==> src/rtl/a_sqrtb_gen_pkg.sv <==
// Shared types and width/latency helpers for the a*isqrt(b) unit.
package a_sqrtb_gen_pkg;

    typedef enum logic [2:0] {
        IDLE,
        SQRT,
        ROUND,
        MUL,
        DONE
    } state_e;

    function automatic int sq_width(input int b_w);
        return b_w / 2 + 1;
    endfunction

    function automatic int y_width(input int a_w, input int b_w);
        return a_w + sq_width(b_w);
    endfunction

    function automatic int latency(input int b_w);
        return b_w + 3;
    endfunction

endpackage

==> src/rtl/a_sqrtb_gen_isqrt.sv <==
// Restoring digit-by-digit integer square root, one root bit per cycle, MSB first.
module isqrt_iter #(
    parameter int W = 8
) (
    input  logic           clk_i,
    input  logic           rst_i,
    input  logic           start_i,
    input  logic [W-1:0]   rad_i,
    output logic           done_o,
    output logic [W/2-1:0] root_o,
    output logic [W/2:0]   rem_o
);

    localparam int HW = W / 2;
    localparam int CW = $clog2(HW) + 1;

    logic          run_q, run_d;
    logic [CW-1:0] cnt_q, cnt_d;
    logic [W-1:0]  rad_q, rad_d;
    logic [HW-1:0] root_q, root_d;
    logic [HW:0]   rem_q, rem_d;
    logic [HW+2:0] part_t, trial_t;

    always_comb begin
        run_d   = run_q;
        cnt_d   = cnt_q;
        rad_d   = rad_q;
        root_d  = root_q;
        rem_d   = rem_q;
        // Bring down the next bit pair and try subtracting (4*root + 1).
        part_t  = {rem_q, rad_q[W-1 -: 2]};
        trial_t = {1'b0, root_q, 2'b01};
        if (start_i) begin
            run_d  = 1'b1;
            cnt_d  = CW'(HW - 1);
            rad_d  = rad_i;
            root_d = '0;
            rem_d  = '0;
        end else if (run_q) begin
            if (part_t >= trial_t) begin
                rem_d  = (HW+1)'(part_t - trial_t);
                root_d = (root_q << 1) | HW'(1);
            end else begin
                rem_d  = (HW+1)'(part_t);
                root_d = root_q << 1;
            end
            rad_d = rad_q << 2;
            cnt_d = cnt_q - CW'(1);
            if (cnt_q == '0) begin
                run_d = 1'b0;
            end
        end
    end

    always_ff @(posedge clk_i) begin
        if (rst_i) begin
            run_q  <= 1'b0;
            cnt_q  <= '0;
            rad_q  <= '0;
            root_q <= '0;
            rem_q  <= '0;
        end else begin
            run_q  <= run_d;
            cnt_q  <= cnt_d;
            rad_q  <= rad_d;
            root_q <= root_d;
            rem_q  <= rem_d;
        end
    end

    // High during the last iteration; root/rem are final after this edge.
    assign done_o = run_q && (cnt_q == '0);
    assign root_o = root_q;
    assign rem_o  = rem_q;

endmodule

==> src/rtl/a_sqrtb_gen.sv <==
// y = a * isqrt(b) with floor or round-to-nearest root: iterative sqrt then shift-add multiply.
module a_sqrtb_gen
    import a_sqrtb_gen_pkg::*;
#(
    parameter  int A_W  = 8,
    parameter  int B_W  = 8,
    localparam int SQ_W = sq_width(B_W),
    localparam int Y_W  = y_width(A_W, B_W)
) (
    input  logic           clk_i,
    input  logic           rst_i,
    input  logic [A_W-1:0] a_bi,
    input  logic [B_W-1:0] b_bi,
    input  logic           mode_i,
    input  logic           start_i,
    output logic           busy_o,
    output logic           y_valid_o,
    output logic [Y_W-1:0] y_bo
);

    localparam int HW  = B_W / 2;
    localparam int MCW = $clog2(SQ_W) + 1;

    // Handshake: start_i is taken on any edge where busy_o=0 (IDLE or DONE);
    // while busy_o=1 it is ignored. y_valid_o pulses for the single DONE cycle.
    state_e         state_q, state_d;
    logic [A_W-1:0] a_q, a_d;
    logic [B_W-1:0] b_q, b_d;
    logic           mode_q, mode_d;
    logic           sq_start_q, sq_start_d;
    logic [Y_W-1:0] mcand_q, mcand_d;
    logic [SQ_W-1:0] mplier_q, mplier_d;
    logic [Y_W-1:0] acc_q, acc_d;
    logic [MCW-1:0] mcnt_q, mcnt_d;
    logic [Y_W-1:0] y_q, y_d;

    logic           sq_done;
    logic [HW-1:0]  sq_root;
    logic [HW:0]    sq_rem;
    logic           round_up;
    logic [SQ_W-1:0] r_rnd;
    logic [Y_W-1:0] acc_sum;

    isqrt_iter #(.W(B_W)) u_isqrt (
        .clk_i   (clk_i),
        .rst_i   (rst_i),
        .start_i (sq_start_q),
        .rad_i   (b_q),
        .done_o  (sq_done),
        .root_o  (sq_root),
        .rem_o   (sq_rem)
    );

    always_comb begin
        state_d    = state_q;
        a_d        = a_q;
        b_d        = b_q;
        mode_d     = mode_q;
        sq_start_d = 1'b0;
        mcand_d    = mcand_q;
        mplier_d   = mplier_q;
        acc_d      = acc_q;
        mcnt_d     = mcnt_q;
        y_d        = y_q;
        // rem > r means b is closer to (r+1)^2 than to r^2.
        round_up   = mode_q && (sq_rem > {1'b0, sq_root});
        r_rnd      = SQ_W'(sq_root) + SQ_W'(round_up);
        acc_sum    = mplier_q[0] ? acc_q + mcand_q : acc_q;
        case (state_q)
            IDLE, DONE: begin
                if (start_i) begin
                    a_d        = a_bi;
                    b_d        = b_bi;
                    mode_d     = mode_i;
                    sq_start_d = 1'b1;
                    state_d    = SQRT;
                end else begin
                    state_d = IDLE;
                end
            end
            SQRT: begin
                if (sq_done) begin
                    state_d = ROUND;
                end
            end
            ROUND: begin
                mcand_d  = Y_W'(a_q);
                mplier_d = r_rnd;
                acc_d    = '0;
                mcnt_d   = MCW'(SQ_W - 1);
                state_d  = MUL;
            end
            MUL: begin
                acc_d    = acc_sum;
                mcand_d  = mcand_q << 1;
                mplier_d = mplier_q >> 1;
                mcnt_d   = mcnt_q - MCW'(1);
                if (mcnt_q == '0) begin
                    y_d     = acc_sum;
                    state_d = DONE;
                end
            end
            default: state_d = IDLE;
        endcase
    end

    always_ff @(posedge clk_i) begin
        if (rst_i) begin
            state_q    <= IDLE;
            a_q        <= '0;
            b_q        <= '0;
            mode_q     <= 1'b0;
            sq_start_q <= 1'b0;
            mcand_q    <= '0;
            mplier_q   <= '0;
            acc_q      <= '0;
            mcnt_q     <= '0;
            y_q        <= '0;
        end else begin
            state_q    <= state_d;
            a_q        <= a_d;
            b_q        <= b_d;
            mode_q     <= mode_d;
            sq_start_q <= sq_start_d;
            mcand_q    <= mcand_d;
            mplier_q   <= mplier_d;
            acc_q      <= acc_d;
            mcnt_q     <= mcnt_d;
            y_q        <= y_d;
        end
    end

    assign busy_o    = (state_q == SQRT) || (state_q == ROUND) || (state_q == MUL);
    assign y_valid_o = (state_q == DONE);
    assign y_bo      = y_q;

endmodule

==> config.mk <==
export PLATFORM = sky130hd
export DESIGN_NAME = a_sqrtb_gen
export DESIGN_NICKNAME = d
export VERILOG_FILES = /design/src/rtl/a_sqrtb_gen_pkg.sv /design/src/rtl/a_sqrtb_gen_isqrt.sv /design/src/rtl/a_sqrtb_gen.sv
export SDC_FILE = /design/constraint.sdc
export NUM_CORES = 1
export LEC_CHECK = 0
export ABC_CLOCK_PERIOD_IN_PS = 2550
export BUFFER_PORTS_ARGS = -buffer_cell sky130_fd_sc_hd__buf_2
export CAP_MARGIN = 20
export CORE_MARGIN = 3
export CORE_UTILIZATION = 60
export DETAILED_ROUTE_END_ITERATION = 12
export MAX_ROUTING_LAYER = met4
export PLACE_DENSITY = 0.81
export SKIP_LAST_GASP = 1
export SLEW_MARGIN = 0
export SYNTH_ARGS = -nofsm -noshare
export SYNTH_HDL_FRONTEND = slang
export SYNTH_HIERARCHICAL = 1
export SYNTH_SLANG_ARGS = --single-unit
==> constraint.sdc <==
create_clock -name clk_i -period 2.55 [get_ports clk_i]
set_clock_uncertainty 0.1 [all_clocks]
set_input_delay 0.1275 -clock clk_i [delete_from_list [all_inputs] [get_ports clk_i]]
set_output_delay 0.1275 -clock clk_i [all_outputs]
set_load 0.01 [all_outputs]
==> results of run 1 <==
-- cells by family (layout without fill, tap and decap cells) --
logic type / after synthesis / count (layout)
multiplexers: 27 / 27
adder cells (fa/ha/maj): 28 / 28
XOR/XNOR: 10 / 10
buffers and inverters: 58 / 105
AND/OR/NAND/NOR: 215 / 215
AO/OA/AOI/OAI: 147 / 147
flip-flops: 90 / 90
-- power breakdown --
part | internal [mW] | total (mW) | switching, mW | leakage, nW
combinational | 0.137 | 0.326 | 0.188 | 1.25
clock | 0.467 | 1.01 | 0.541 | 0.0990
sequential | 1.45 | 1.48 | 0.0379 | 0.730
-- worst max-delay path, stage by stage, from the launching register on --
cell and delay (ns):
dfxtp_2 0.33, inv_1 0.06, ha_4 0.26, nor2b_1 0.11
o21ai_0 0.09, nand2b_1 0.08, a21oi_1 0.06, a41oi_1 0.18
o21a_1 0.17, ha_2 0.18, ha_2 0.18, nand2_1 0.06
or4_4 0.41, a21oi_2 0.14
-- worst min-delay path by stage --
stage                       endpoint  slack (ns)  depth (start not counted)
CTS                    u_isqrt/run_q        0.09                          2
global route                acc_q[8]        0.11                          2
detailed placement            a_q[5]        0.27                          3
finish                 u_isqrt/run_q        0.09                          2
global placement              mode_q        0.27                          3
floorplan           u_isqrt/rad_q[0]         0.1                          1
-- routing by layer --
| layer | vias up | global-route usage [%] |
|---|---|---|
| met5 | - | - |
| met4 | 0 | 10.3 |
| met2 | 102 | 42.3 |
| met3 | 22 | 4.97 |
| li1 | 2099 | - |
| met1 | 2011 | 32.5 |
-- sequential cells by signal, indices dropped and copies added, names as in the netlist --
| name | cells |
|---|---|
| a_q | 8 |
| u_isqrt/cnt_q | 3 |
| u_isqrt/root_o | 4 |
| mcnt_q | 4 |
| u_isqrt/rem_o | 5 |
| sq_start_q | 1 |
| u_isqrt/rad_q | 8 |
| y_bo | 13 |
| mplier_q | 5 |
| b_q | 8 |
| mode_q | 1 |
| u_isqrt/run_q | 1 |
| mcand_q | 13 |
| state_q | 3 |
| acc_q | 13 |
-- stage by stage --
| stage | instances | setup WS (ns) |
|---|---|---|
| finish | 721 | 0.0909 |
| global route | 721 | -0.0439 |
| CTS | 721 | 0.0818 |
| detailed placement | 688 | 0.0953 |
| global placement | 688 | 0.250 |
| floorplan | 575 | 0.221 |
-- cell type report --
type | count | area, µm²
Clock inverter | 6 | 75.1
Tap cell | 99 | 124
Inverter | 26 | 97.6
Timing Repair Buffer | 63 | 430
Multi-Input combinational cell | 427 | 2750
Fill cell | 590 | 2070
Clock buffer | 10 | 128
Sequential cell | 90 | 1800
-- placed cells by master, fill, tap and decap left out, types with 4 or more instances in the layout --
cell           count
nor3_1             9
clkbuf_8           9
buf_2             34
a211oi_1          16
a22o_1             4
o211ai_1           5
buf_4             12
nand3_1           14
nor3b_1            4
o21ai_0           12
nor2b_1            7
nor2_1            73
nand2_1           71
mux2i_1           25
a21oi_1           57
o21a_1             6
xnor2_1            4
and2_1             4
or3_1              4
inv_1             25
ha_1              24
dlygate4sd3_1     17
dfxtp_1           88
nand2b_1           9
xor2_1             6
o21ai_1            4
-- timing repair --
item	CTS	global route
gates resized for setup	0	8
endpoints found under the hold margin	17	0
hold buffers	17	0
endpoints found under the setup margin	0	3
==> reports/metrics.csv, run 1 <==
metric,value,unit
Max Cap Viol,0,
global-route wire length before repair,18300,µm
via count,4234,
layout cells sized above 1,15.1,%
Cell variety after synth,70,
CP max FO,2,
Iter 0 DRT Violations,205,
clock slew at reported path FFs,0.09,ns
"count leader, synth",dfxtp_1,
Post-DP Area,5010,µm²
worst r2r src,u_isqrt/root_o[1],
crit path kind,reg2reg,
CTS tree,yes,
Final Util,72.3,%
fraction of synthesized cell area in xor and xnor cells,1.84,%
DP HPWL,7510,µm
Synth Area in Compound Gates,21.4,%
Top Metal Used,met4,
Skew-Pair Late Insertion Delay,0.37,ns
final instance area,5410,µm²
largest family of logic cells by synthesized area,compound AO/OA/AOI/OAI gates,
Clock Sinks,90,
Placeable Area,7490,µm²
Chip Width,95.0,µm
met3 wire length,533,µm
Post-CTS Repair Setup Buffers,0,
status,"finished, final reports clean",
wire per inst,15.1,µm
Final Wtd Congestion,0.928,
adder and majority gate portion of the synthesized area,7.52,%
Rel. slew slack,49.0,%
HP Class,in2reg,
RSZ-0062 raised after global routing,true,
wire length on met2,5350,µm
drt pass-1 iters,4,
ant diodes,0,
Area Overhead vs Synth,13.8,%
"top cells by area, synth","dfxtp_1 (38%), ha_1 (7.1%), a21oi_1 (6.1%)",
synthesized flop and latch total,90,
Pleak,2.08,nW
drt total wl,10900,µm
hold slack,0.0901,ns
GR Overflow Total,0,
most instantiated cells after synthesis,"dfxtp_1 (90), nor2_1 (74), nand2_1 (71)",
Worst setup endpoint,mplier_q[4],
number of synthesized flops with an enable pin,0,
vias in the first global route,4022,
crit path from,u_isqrt/root_o[1],
CTS HTree Levels,3,
Worst Path Required,2.76,ns
I/O pin total,35,
fin nets,665,
setup_tns,0,ns
die area,9030,µm²
register area share after synthesis,37.9,%
cells after synthesis,575,
Final Hold Vio Count,0,
CTS max path bufs,2,
Yosys top cell area share,37.9,%
Post-Synth Simple-Gate Area,20.8,%
synthesis warning total,6,
reg2reg end,mplier_q[4],
largest net degree at the start of global routing,49,
post-synth net total,623,
Worst EP arrival,2.67,ns
post-synthesis mux area share,5.81,%
CTS root buffer,clkbuf_8,
Tmin final,2.46,ns
startpoint types,register,
antenna-violating nets left,0,
Port Buffers,34,
r2r setup slk,0.09,ns
ys async rst share,0,%
VDD IR-drop max,0.000360,V
Initial Util,63.5,%
"Top FF cell, synth",dfxtp_1,
Peak Freq,407,MHz
Worst-Margin Slew,0.757,ns
initial antenna violation count,0,
PwrDens,520,nW/µm²
die height,95.0,µm
Synth Cell Area,4760,µm²
DR DRC count,0,
final setup vio count,0,
Yosys top cell by area,dfxtp_1,
Via-to-Cell Ratio,5.87,
HP Start,rst_i,
Avg Inst Size Synth,8.27,µm²
Worst setup EP type,register,
Overall Power,2.82,mW
Global Route Usage Sum,26.2,%
Final period util,96.4,%
DRT met1 WL,4780,µm
max-slew violation count,0,
Rows,31,
Num CTS Buffers,9,
worst r2r path cells,13,
No activity file was read; power rests on OpenSTA's default activity.
==> inputs of run 2 (changes only) <==
--- a/config.mk
+++ b/config.mk
@@ -8,11 +8,12 @@
 export ABC_CLOCK_PERIOD_IN_PS = 2550
 export BUFFER_PORTS_ARGS = -buffer_cell sky130_fd_sc_hd__buf_2
 export CAP_MARGIN = 20
+export CORE_ASPECT_RATIO = 1.1
 export CORE_MARGIN = 3
-export CORE_UTILIZATION = 60
+export CORE_UTILIZATION = 30
 export DETAILED_ROUTE_END_ITERATION = 12
 export MAX_ROUTING_LAYER = met4
-export PLACE_DENSITY = 0.81
+export PLACE_DENSITY = 0.47
 export SKIP_LAST_GASP = 1
 export SLEW_MARGIN = 0
 export SYNTH_ARGS = -nofsm -noshare
==> run 2 against run 1 <==
Sequential power about the same. Sequential share of layout area down 1.5 points. Non-clock buffer count up 3. Power up 15%. Sequential cell count unchanged. Via count down 4.9%. Largest power group unchanged. Global-route usage down 12 points.
==> reports/metrics.csv, run 2 (synthesis gave the netlist of run 1 again) <==
metric,value,unit,change
status,"finished, final reports clean",,unchanged
HP Start,rst_i,,unchanged
Worst EP arrival,2.56,ns,was 2.67 ns
final instance area,5660,µm²,was 5410 µm²
PwrDens,572,nW/µm²,was 520 nW/µm²
Final Wtd Congestion,0.843,,was 0.928
Post-DP Area,5170,µm²,was 5010 µm²
Max Cap Viol,0,,unchanged
worst r2r src,u_isqrt/root_o[1],,unchanged
Rel. slew slack,54.7,%,was 49.0%
Rows,47,,was 31
Worst setup endpoint,mplier_q[4],,unchanged
Peak Freq,419,MHz,was 407 MHz
global-route wire length before repair,19700,µm,was 18300 µm
Clock Sinks,90,,unchanged
Pleak,2.14,nW,was 2.08 nW
drt total wl,11700,µm,was 10900 µm
Skew-Pair Late Insertion Delay,0.34,ns,was 0.37 ns
die height,138,µm,was 95.0 µm
worst r2r path cells,13,,unchanged
Placeable Area,15300,µm²,was 7490 µm²
Worst-Margin Slew,0.678,ns,was 0.757 ns
multi-input logic area,2740,µm²,was 2750 µm²
die area,17400,µm²,was 9030 µm²
antenna-violating nets left,0,,unchanged
crit path from,u_isqrt/root_o[1],,unchanged
clock slew at reported path FFs,0.07,ns,was 0.09 ns
Post-CTS Repair Setup Buffers,0,,unchanged
Chip Width,126,µm,was 95.0 µm
Final Hold Vio Count,0,,unchanged
startpoint types,register,,unchanged
largest net degree at the start of global routing,53,,was 49
Final Util,37.0,%,was 72.3%
CTS HTree Levels,3,,unchanged
GR Overflow Total,0,,unchanged
CP max FO,2,,unchanged
"most common cell after layout, fill and taps aside",dfxtp_1,,unchanged
final setup vio count,0,,unchanged
CTS root buffer,clkbuf_16,,was clkbuf_8
CTS max path bufs,2,,unchanged
VDD IR-drop max,0.000431,V,was 0.000360 V
Global Route Usage Sum,14.1,%,was 26.2%
Area Overhead vs Synth,18.9,%,was 13.8%
Tmin final,2.38,ns,was 2.46 ns
Post-Place Cells,788,,was 688
Final period util,93.5,%,was 96.4%
Via-to-Cell Ratio,4.91,,was 5.87
HP Class,in2reg,,unchanged
ant diodes,0,,unchanged
Initial Util,31.1,%,was 63.5%
Fillers,1590,,was 590
via count,4027,,was 4234
Num CTS Buffers,9,,unchanged
RSZ-0062 raised after global routing,true,,unchanged
I/O pin total,35,,unchanged
DP HPWL,8450,µm,was 7510 µm
DR DRC count,0,,unchanged
layout cells sized above 1,14.6,%,was 15.1%
Reg area,1800,µm²,about the same
max-slew violation count,0,,unchanged
fin nets,668,,was 665
Iter 0 DRT Violations,207,,was 205
"Cell Count, Final, Fillers Out",820,,was 721
wire per inst,14.2,µm,was 15.1 µm
crit path kind,reg2reg,,unchanged
initial antenna violation count,0,,unchanged
Port Buffers,34,,unchanged
Worst setup EP type,register,,unchanged
Worst Path Required,2.73,ns,was 2.76 ns
vias in the first global route,3918,,was 4022
CTS tree,yes,,unchanged
drt pass-1 iters,4,,unchanged
hold slack,0.142,ns,was 0.0901 ns
reg2reg end,mplier_q[4],,unchanged
most frequent cells in the layout,"dfxtp_1 (90), nor2_1 (73), nand2_1 (71), a21oi_1 (58), buf_2 (34)",,"was dfxtp_1 (88), nor2_1 (73), nand2_1 (71), a21oi_1 (57), buf_2 (34)"
r2r setup slk,0.17,ns,was 0.09 ns
-- run 2: changes by cell type in the layout (fill, tap and decap cells not counted), moves of 2 or more --
| cell | before | now |
|---|---|---|
| dfxtp_2 | 2 | 0 |
| clkbuf_8 | 9 | 0 |
| clkbuf_16 | 0 | 9 |
| dfxtp_1 | 88 | 90 |
| buf_4 | 12 | 14 |
-- run 2: where the power goes --
group	switching, mW	internal (mW)
Clock	0.562	0.858
Sequential	0.0302	1.45
Combinational	0.197	0.143
Total	0.789	2.45
-- run 2: worst max-delay path, cell delays in order, from the launching register on --
cell and delay, ns:
dfxtp_1 0.33, inv_1 0.05, ha_1 0.28, nor2b_1 0.14, o21ai_1 0.07, nand2b_1 0.07
a21oi_1 0.06, a41oi_1 0.16, o21a_1 0.14, ha_2 0.18, ha_2 0.18, nand2_1 0.05
or4_1 0.39, a21oi_1 0.12
-- run 2: per-layer routing --
metal	GRT usage, %	vias up	wire length (µm)
met5	-	-	0
met1	18.3	1858	5690
li1	-	2097	-
met2	21.8	58	5360
met4	3.56	0	168
met3	4.01	14	466
-- run 2: area by class of cell --
cell class / instances / share of cell area [%]
Multi-Input combinational cell: 427 / 48.4
Inverter: 26 / 1.73
Tap cell: 196 / 4.34
Timing Repair Buffer: 66 / 8.23
Sequential cell: 90 / 31.9
Clock inverter: 4 / 1.37
Clock buffer: 11 / 4.11
-- run 2: how the worst min path moves through the flow --
| stage | cells after the start | end |
|---|---|---|
| final | 2 | u_isqrt/rad_q[7] |
| after global routing | 2 | u_isqrt/rad_q[7] |
| after CTS | 2 | u_isqrt/rad_q[7] |
| after detailed placement | 3 | b_q[0] |
| after global placement | 3 | b_q[3] |
| after floorplan | 1 | u_isqrt/rad_q[0] |
-- run 2: what timing repair did --
action / 4_1_cts / 5_1_grt
hold buffers: 17 / 0
endpoints found under the hold margin: 17 / 0
resized for setup: 0 / 5
setup endpoints to repair: 0 / 4
-- run 2: per-stage QoR --
stage               setup WS [ns]  power (mW)  setup TNS [ns]
floorplan                   0.221        1.74               0
global placement            0.194        1.83               0
detailed placement          0.108        1.83               0
CTS                        0.0902        3.29               0
global route              -0.0508        3.39         -0.0508
finish                      0.166        3.24               0
